<file path="src/rtl/rst_ctrl_pkg.sv">
// Shared types and constants for the rv32i reset initiator.
// Cause-bit indices, reset polarity and the FSM state encoding live here.
package rst_ctrl_pkg;

    typedef enum logic [1:0] {
        RC_HOLD  = 2'd0,
        RC_RUN   = 2'd1,
        RC_DRAIN = 2'd2
    } rc_state_e;

    localparam logic RST_ACTIVE  = 1'b0;
    localparam logic RST_RELEASE = 1'b1;

    localparam int unsigned RC_CAUSE_W   = 4;
    localparam int unsigned RC_CAUSE_SW  = 0;
    localparam int unsigned RC_CAUSE_DBG = 1;
    localparam int unsigned RC_CAUSE_WDT = 2;
    localparam int unsigned RC_CAUSE_TMO = 3;

    // Width of a down-counter that must hold n-1; never narrower than one bit.
    function automatic int unsigned cnt_w(input int unsigned n);
        int unsigned w;
        w = (n <= 32'd2) ? 32'd1 : 32'(unsigned'($clog2(n)));
        return w;
    endfunction

endpackage

</file>
<file path="src/rtl/rst_ctrl_dn_cnt.sv">
// Loadable saturating down-counter with a registered zero flag.
// Load beats decrement; the count stops at zero instead of wrapping.
module rst_ctrl_dn_cnt #(
    parameter int unsigned     W    = 4,
    parameter logic [W-1:0]    INIT = '0
) (
    input  logic clk,
    input  logic rst_n_i,
    input  logic load_i,
    input  logic dec_i,
    output logic zero_o
);

    logic [W-1:0] cnt_q;
    logic [W-1:0] cnt_d;
    logic         zero_q;

    always_comb begin
        cnt_d = cnt_q;
        if (load_i) begin
            cnt_d = INIT;
        end else if (dec_i && (cnt_q != '0)) begin
            cnt_d = cnt_q - W'(1);
        end
    end

    // Zero flag tracks the next count so it lines up with cnt_q.
    always_ff @(posedge clk or negedge rst_n_i) begin
        if (!rst_n_i) begin
            cnt_q  <= INIT;
            zero_q <= (INIT == '0);
        end else begin
            cnt_q  <= cnt_d;
            zero_q <= (cnt_d == '0);
        end
    end

    assign zero_o = zero_q;

endmodule

</file>
<file path="src/rtl/rst_ctrl.sv">
// Reset initiator: quiesces the core on sw/dbg/watchdog requests, then drives a stretched reset.
// Optional watchdog is built only when RST_WDT_EN is defined.
module rst_ctrl
    import rst_ctrl_pkg::*;
#(
    parameter int unsigned RST_CYCLES = 16,
    parameter int unsigned DRAIN_TMO  = 64,
    parameter int unsigned WDT_CYCLES = 65536
) (
    input  logic                  clk,
    input  logic                  rst_n_i,
    input  logic                  sw_req_i,
    input  logic                  dbg_req_i,
    input  logic                  wdt_en_i,
    input  logic                  wdt_kick_i,
    input  logic                  quiesce_ack_i,
    output logic                  quiesce_req_o,
    output logic                  rst_n_o,
    output logic [RC_CAUSE_W-1:0] cause_o
);

    localparam int unsigned          HOLD_W    = cnt_w(RST_CYCLES);
    localparam int unsigned          TMO_W     = cnt_w(DRAIN_TMO);
    localparam logic [HOLD_W-1:0]    HOLD_INIT = HOLD_W'(RST_CYCLES - 1);
    localparam logic [TMO_W-1:0]     TMO_INIT  = TMO_W'(DRAIN_TMO - 1);

    rc_state_e             state_q, state_d;
    logic                  rst_n_q, rst_n_d;
    logic                  quiesce_q, quiesce_d;
    logic [RC_CAUSE_W-1:0] cause_q, cause_d;

    logic hold_zero_c, tmo_zero_c, wdt_expire_c;
    logic hold_load_c, tmo_load_c;

    assign hold_load_c = (state_d == RC_HOLD)  && (state_q != RC_HOLD);
    assign tmo_load_c  = (state_d == RC_DRAIN) && (state_q != RC_DRAIN);

    rst_ctrl_dn_cnt #(.W(HOLD_W), .INIT(HOLD_INIT)) u_hold_cnt (
        .clk     (clk),
        .rst_n_i (rst_n_i),
        .load_i  (hold_load_c),
        .dec_i   (state_q == RC_HOLD),
        .zero_o  (hold_zero_c)
    );

    rst_ctrl_dn_cnt #(.W(TMO_W), .INIT(TMO_INIT)) u_tmo_cnt (
        .clk     (clk),
        .rst_n_i (rst_n_i),
        .load_i  (tmo_load_c),
        .dec_i   (state_q == RC_DRAIN),
        .zero_o  (tmo_zero_c)
    );

`ifdef RST_WDT_EN
    localparam int unsigned       WDT_W    = cnt_w(WDT_CYCLES);
    localparam logic [WDT_W-1:0]  WDT_INIT = WDT_W'(WDT_CYCLES - 1);

    logic wdt_zero_c, wdt_load_c, run_entry_c;

    assign run_entry_c = (state_d == RC_RUN) && (state_q != RC_RUN);
    assign wdt_load_c  = wdt_kick_i || run_entry_c || !wdt_en_i;

    rst_ctrl_dn_cnt #(.W(WDT_W), .INIT(WDT_INIT)) u_wdt_cnt (
        .clk     (clk),
        .rst_n_i (rst_n_i),
        .load_i  (wdt_load_c),
        .dec_i   (state_q == RC_RUN),
        .zero_o  (wdt_zero_c)
    );

    // A kick in the expiry cycle rescues the core.
    assign wdt_expire_c = wdt_zero_c && wdt_en_i && (state_q == RC_RUN) && !wdt_kick_i;
`else
    localparam int unsigned unused_wdt_cycles = WDT_CYCLES;
    logic unused_wdt_c;

    assign unused_wdt_c = wdt_en_i ^ wdt_kick_i;
    assign wdt_expire_c = 1'b0;
`endif

    always_ff @(posedge clk or negedge rst_n_i) begin
        if (!rst_n_i) begin
            state_q   <= RC_HOLD;
            rst_n_q   <= RST_ACTIVE;
            quiesce_q <= 1'b0;
            cause_q   <= '0;
        end else begin
            state_q   <= state_d;
            rst_n_q   <= rst_n_d;
            quiesce_q <= quiesce_d;
            cause_q   <= cause_d;
        end
    end

    // Next state; outputs are derived from the state being entered so they register with it.
    always_comb begin
        state_d = state_q;
        cause_d = cause_q;
        case (state_q)
            RC_HOLD: begin
                if (hold_zero_c) begin
                    state_d = RC_RUN;
                end
            end
            RC_RUN: begin
                if (sw_req_i || dbg_req_i || wdt_expire_c) begin
                    state_d               = RC_DRAIN;
                    cause_d               = '0;
                    cause_d[RC_CAUSE_SW]  = sw_req_i;
                    cause_d[RC_CAUSE_DBG] = dbg_req_i;
                    cause_d[RC_CAUSE_WDT] = wdt_expire_c;
                end
            end
            RC_DRAIN: begin
                if (quiesce_ack_i) begin
                    state_d = RC_HOLD;
                end else if (tmo_zero_c) begin
                    state_d               = RC_HOLD;
                    cause_d[RC_CAUSE_TMO] = 1'b1;
                end
            end
            default: begin
                state_d = RC_HOLD;
            end
        endcase
        rst_n_d   = (state_d == RC_HOLD) ? RST_ACTIVE : RST_RELEASE;
        quiesce_d = (state_d == RC_DRAIN);
    end

    assign rst_n_o       = rst_n_q;
    assign quiesce_req_o = quiesce_q;
    assign cause_o       = cause_q;

endmodule
</file>
<file path="config.mk">
export PLATFORM = sky130hd
export DESIGN_NAME = rst_ctrl
export DESIGN_NICKNAME = d
export VERILOG_FILES = /design/src/rtl/rst_ctrl_pkg.sv /design/src/rtl/rst_ctrl_dn_cnt.sv /design/src/rtl/rst_ctrl.sv
export SDC_FILE = /design/constraint.sdc
export NUM_CORES = 1
export LEC_CHECK = 0
export ABC_AREA = 1
export BUFFER_PORTS_ARGS = -buffer_cell sky130_fd_sc_hd__clkbuf_2
export CAP_MARGIN = 10
export CORE_MARGIN = 2
export CORE_UTILIZATION = 55
export CTS_CLUSTER_SIZE = 8
export DETAILED_ROUTE_END_ITERATION = 10
export GPL_ROUTABILITY_DRIVEN = 0
export PLACE_DENSITY_LB_ADDON = 0.08
export SYNTH_ARGS = -nofsm -noshare
export SYNTH_HDL_FRONTEND = slang
export SYNTH_SLANG_ARGS = --single-unit
</file>
<file path="constraint.sdc">
create_clock -name clk -period 2.2 [get_ports clk]
set_input_delay 0.22 -clock clk [delete_from_list [all_inputs] [get_ports clk]]
set_output_delay 0.22 -clock clk [all_outputs]
set_load 0.01 [all_outputs]
</file>
Yosys cells after proc, flatten, opt, wreduce, memory -nomap -nowiden
Cells that the tools add are included.

cells by class
  add/sub/neg operators = 2
  equal/unequal tests = 7
  muxes and demuxes = 14
  reduce and logical (&&, ||, !) cells = 15

operators with widths
  operator               count
  $mux W4                3
  $mux W6                2
  $mux W2                4
  $ne A2 B2 Y1 const B   4
  $logic_not A6 Y1       1
  $pmux W2 S3            1
  $reduce_bool A6 Y1     1
  $sub A6 B1 Y6 const B  1
  $eq A2 B2 Y1 const B   2
  $logic_and A1 B1 Y1    4
  $logic_not A2 Y1       2
  $logic_not A4 Y1       1
  $reduce_and A4 Y1      1
  $reduce_bool A2 Y1     2
  $reduce_bool A4 Y1     1
  $sub A4 B1 Y4 const B  1
  $mux W1                3
  $eq A2 B1 Y1 const B   1
  $pmux W1 S2            1
  $reduce_and A2 Y1      1
  $logic_or A1 B1 Y1     1

storage, ports and cells
  bits in registers = 19
  input port bits = 7
  output and inout port bits = 6
  logic and storage cells = 47

Depth between registers and ports, before layout
  depth in word-level cells = 7
  depth in mapped cells = 11
  mapped depth without buffers = 11

Cells and area by module
A second synthesis with hierarchy kept.

second synthesis, totals
  cells, all modules = 134
  area, all modules = 1119.8 um^2

by module, submodules not included
  module                         times used  cells each  area an instance (um^2)  sequential area each (um^2)
  rst_ctrl_dn_cnt at u_tmo_cnt   1           57          479.2                    182.7
  rst_ctrl                       1           37          325.3                    175.2
  rst_ctrl_dn_cnt at u_hold_cnt  1           40          315.3                    130.1

Worst setup path before layout
OpenSTA, ideal clock, no wires.

  path type = register to register
  start = reg u_tmo_cnt.cnt_q[0]
  end = reg u_tmo_cnt.zero_q, in the netlist u_tmo_cnt.zero_o
  setup time = 0.069 ns
  arrival time = 1.373 ns
  data required time = 2.131 ns
  slack = 0.758 ns
  stages on the path, launching flop included = 10
  path buffers = 0
  clock period less this slack = 1.442 ns
  cell sequence = dfstp_2 > inv_1 > ha_1 > nand3_4 > nand2_4 > nand2_1 > nand3_1 > nor2_2 > nand2_1 > nor2_2

on the way
  longest elaborated chain between the ends = 5
  elaborated cells on any way between the ends = 6
  classes of those cells = 1 x add/sub; 2 x mux; 3 x reduce/logical

RTL lines
  element                                                                RTL line               text
  start: declaration                                                     rst_ctrl_dn_cnt.sv:14  logic [W-1:0] cnt_q;
  start signal: assignment                                               rst_ctrl_dn_cnt.sv:33  cnt_q <= cnt_d;
  parallel branches: the longest is 2 deep, another holds $sub A6 B1 Y6  -
  $mux W6 *                                                              rst_ctrl_dn_cnt.sv:22  end else if (dec_i && (cnt_q != '0)) begin
  $mux W6 *                                                              rst_ctrl_dn_cnt.sv:20  if (load_i) begin
  net u_tmo_cnt.cnt_d[2]                                                 rst_ctrl_dn_cnt.sv:15  logic [W-1:0] cnt_d;
  $logic_not A6 Y1 *                                                     rst_ctrl_dn_cnt.sv:34  zero_q <= (cnt_d == '0);
  end signal: assignment                                                 rst_ctrl_dn_cnt.sv:31  zero_q <= (INIT == '0);
  end signal: assignment                                                 rst_ctrl_dn_cnt.sv:34
  end: declaration                                                       rst_ctrl_dn_cnt.sv:16  logic zero_q;

Mark *: on every way through the listed nets, which the timed path passes.
A chain may end at the register's enable or synchronous reset.

Worst setup path after layout
Same ends and word-level chain as after synthesis.

==> flow_summary.ini <==
[floorplan]
initial_core_util_pct = 59.86
dieArea_sq_um = 2309
rows = 15
top_level_ports = 13
coreArea_sq_um = 1783
die_w_microns = 48.05
fp.dieH_microns = 48.05

[cts]
cts_tree = done
cts_setup_buffers = 0
cts.clk_slew.worst_paths_ps = 100
htree_levels = 1
cts_root_buf = clkbuf_4
cts_sinks = 19
clockBufferDepth = 2
cts_buffers = 3
clk-insertion-delay-late_ps = 280

[worst_setup_path]
cp.required_ps = 2420
worst_ep_arrival_time_ps = 1810
crit_fanout = 7
crit_path_end = u_tmo_cnt.zero_o
r2r_start = u_tmo_cnt.cnt_q[0]
start_kind = flip-flop
endpoint_kind = flip-flop
cp_top_family = simple AND/OR/NAND/NOR gates
crit_chain = inv_1, ha_1, nand3_4, nand2_4, nand2_1, nand3_1, nor2_2, nand2_1, nor2_2
critPathBufInv = 1
r2r_cells = 9
crit_cells = 9
r2r-end = u_tmo_cnt.zero_o
criticalPathCategory = reg2reg
reg2reg_slack_ps = 610
critPathLaunch = u_tmo_cnt.cnt_q[0]
cp_slowest_cell = dfstp_2
max_stage_delay_ps = 540

[worst_hold_path]
worstHoldPathCells = 3
min_from = sw_req_i
hold_path_class = in2reg

[run_status]
status = complete, no violations

[cells_and_area]
insertedDiodeCount = 0
syn_to_final_growth_pct = 9.847
drive_gt1_share_pct = 32.62
final_nets = 152
final_util_pct = 65.75

[timing]
hold_violations = 0
fin_crit_sh_pct = 72.14
rsz0062_at_grt = false
finalSetupViolCount = 0
fmaxAchievable_mhz = 630.1
period_needed_ps = 1587
worst_clock_skew_ps = 4.293
fin_hold_ws_ps = 189.4
drv_slew = 0
fin_tns_setup_ps = 0

[synthesis]
synth-compound-area-share_pct = 5.510
synth_xor_area_share_pct = 2.462
yosys.area_share.simple_pct = 33.06
synth.area.mux_share_pct = 0
synth_area_leaders = dfstp_2 (25%), dfrtp_1 (21%), nand2_1 (12%)
synth_fa_ha_area_share_pct = 3.517
synth_cell_types = 27
avgSynthCellArea_sq_um = 8.338
synth_top_family_by_area = simple AND/OR/NAND/NOR gates
synth-seq-cells = 19
ys_warn_count = 0
synthesis.nets = 138
ys_seq_area_share_pct = 45.72
synth_top_area_cell = dfstp_2
synth_top_area_share_pct = 24.62
synth_area_sq_um = 1067
synth_cells = 128

[power_and_ir_drop]
ir_drop_uv = 865.6
powerDensity_nw_per_um2 = 1481
p_total_mw = 1.736
leakage_nw = 0.6368

[route]
wl_microns = 1636
drt_iter0_markers = 8
viasPerCell = 4.795
postRouteAntennaNets = 0
wire_per_inst_microns = 9.855
via_count = 796
drcViolationCount = 0
firstDrtPassIters = 4

[grt]
grt.total_usage_pct = 18.05
grt_pass1_vias = 719
antenna_found_initial = 0
grt_max_degree = 20
grt_pass1_wl_microns = 2842
grt_overflow = 0

[run]
drv_cap = 0

[placement]
hpwlAfterDp_microns = 1310
port-buffer-count = 9
-- worst min-delay path by stage --
stage / end / slack (ps)
2_1_floorplan: cause_o[0] / -80
3_3_place_gp: quiesce_req_o / 180
3_5_place_dp: quiesce_req_o / 190
4_1_cts: cause_o[0] / 180
5_1_grt: cause_o[1] / 180
6_report: cause_o[0] / 190
-- cell usage in the layout, fill, tap and decap left out, types with 2 or more instances in the layout --
master	count
inv_2	8
nor2_1	7
clkbuf_2	9
nand2_1	34
a21oi_1	2
nor2_2	5
nand3_1	11
nand2_2	2
nand3b_1	3
nand3_2	2
xor2_1	3
ha_1	3
dfrtp_1	9
clkbuf_4	3
inv_1	15
dfstp_2	10
nor2_4	2
-- cell type report --
cell class	instances	area, sq um
Fill cell	162	610.6
Clock buffer	4	26.28
Inverter	24	92.59
Tap cell	25	31.28
Multi-Input combinational cell	84	479.2
Timing Repair Buffer	10	55.05
Sequential cell	19	488.0
-- report_power, final --
group / switching [mW] / internal [mW] / leakage [nW]
combinational: 0.560 / 0.332 / 0.396
sequential: 0.108 / 0.571 / 0.226
clock: 0.0948 / 0.0703 / 0.0150
-- sequential cells by signal, indices dropped and copies added (netlist names) --
register,count
rst_n_o,1
cause_o,3
u_hold_cnt.zero_o,1
u_tmo_cnt.cnt_q,6
u_hold_cnt.cnt_q,4
quiesce_req_o,1
u_tmo_cnt.zero_o,1
state_q,2
-- tightest hold or removal path, delay by kind of cell --
kind / cells / cell delay, ps
buf+inv: 1 / 90
simple gates: 2 / 140
-- cells in the mapped netlist --
cell type,number
a31oi_1,1
ha_1,3
dfstp_2,10
nand2_4,1
nand4_1,1
nand3b_1,3
nor2_4,2
nand3_4,1
nand2_1,34
o21a_1,1
a22o_1,1
nand3_1,11
inv_1,15
nor2_1,7
a31oi_2,1
conb_1,1
dfrtp_1,9
nor2_2,5
nand3_2,2
o21ai_0,1
xor2_1,3
inv_2,8
a21oi_1,2
a21oi_2,1
inv_4,1
buf_4,1
nand2_2,2
-- kinds of logic after synthesis --
logic type,after synthesis
AO/OA/AOI/OAI,8
XOR/XNOR,3
adder cells (fa/ha/maj),3
flip-flops,19
buffers and inverters,25
other,1
AND/OR/NAND/NOR,69
-- per-stage QoR --
stage          std cells  setup WS [ps]  cell area [sq um]
3_3_place_gp         161          629.9               1136
2_1_floorplan        128          758.2               1067
4_1_cts              166          585.2               1172
6_report             166          612.9               1172
3_5_place_dp         161          605.8               1136
5_1_grt              166          473.6               1172
-- layer usage --
metal  global-route usage [%]  part of all wire [%]
met4                    9.730                   1.9
met1                    22.65                    46
met5                        0                     0
met3                    2.264                   1.3
met2                    30.13                    50
-- repair_timing --
item | CTS | global route
hold buffers | 1 | 0
hold endpoints to repair | 9 | 0
gates resized for setup | 0 | 0
No activity file was read; power rests on OpenSTA's default activity.
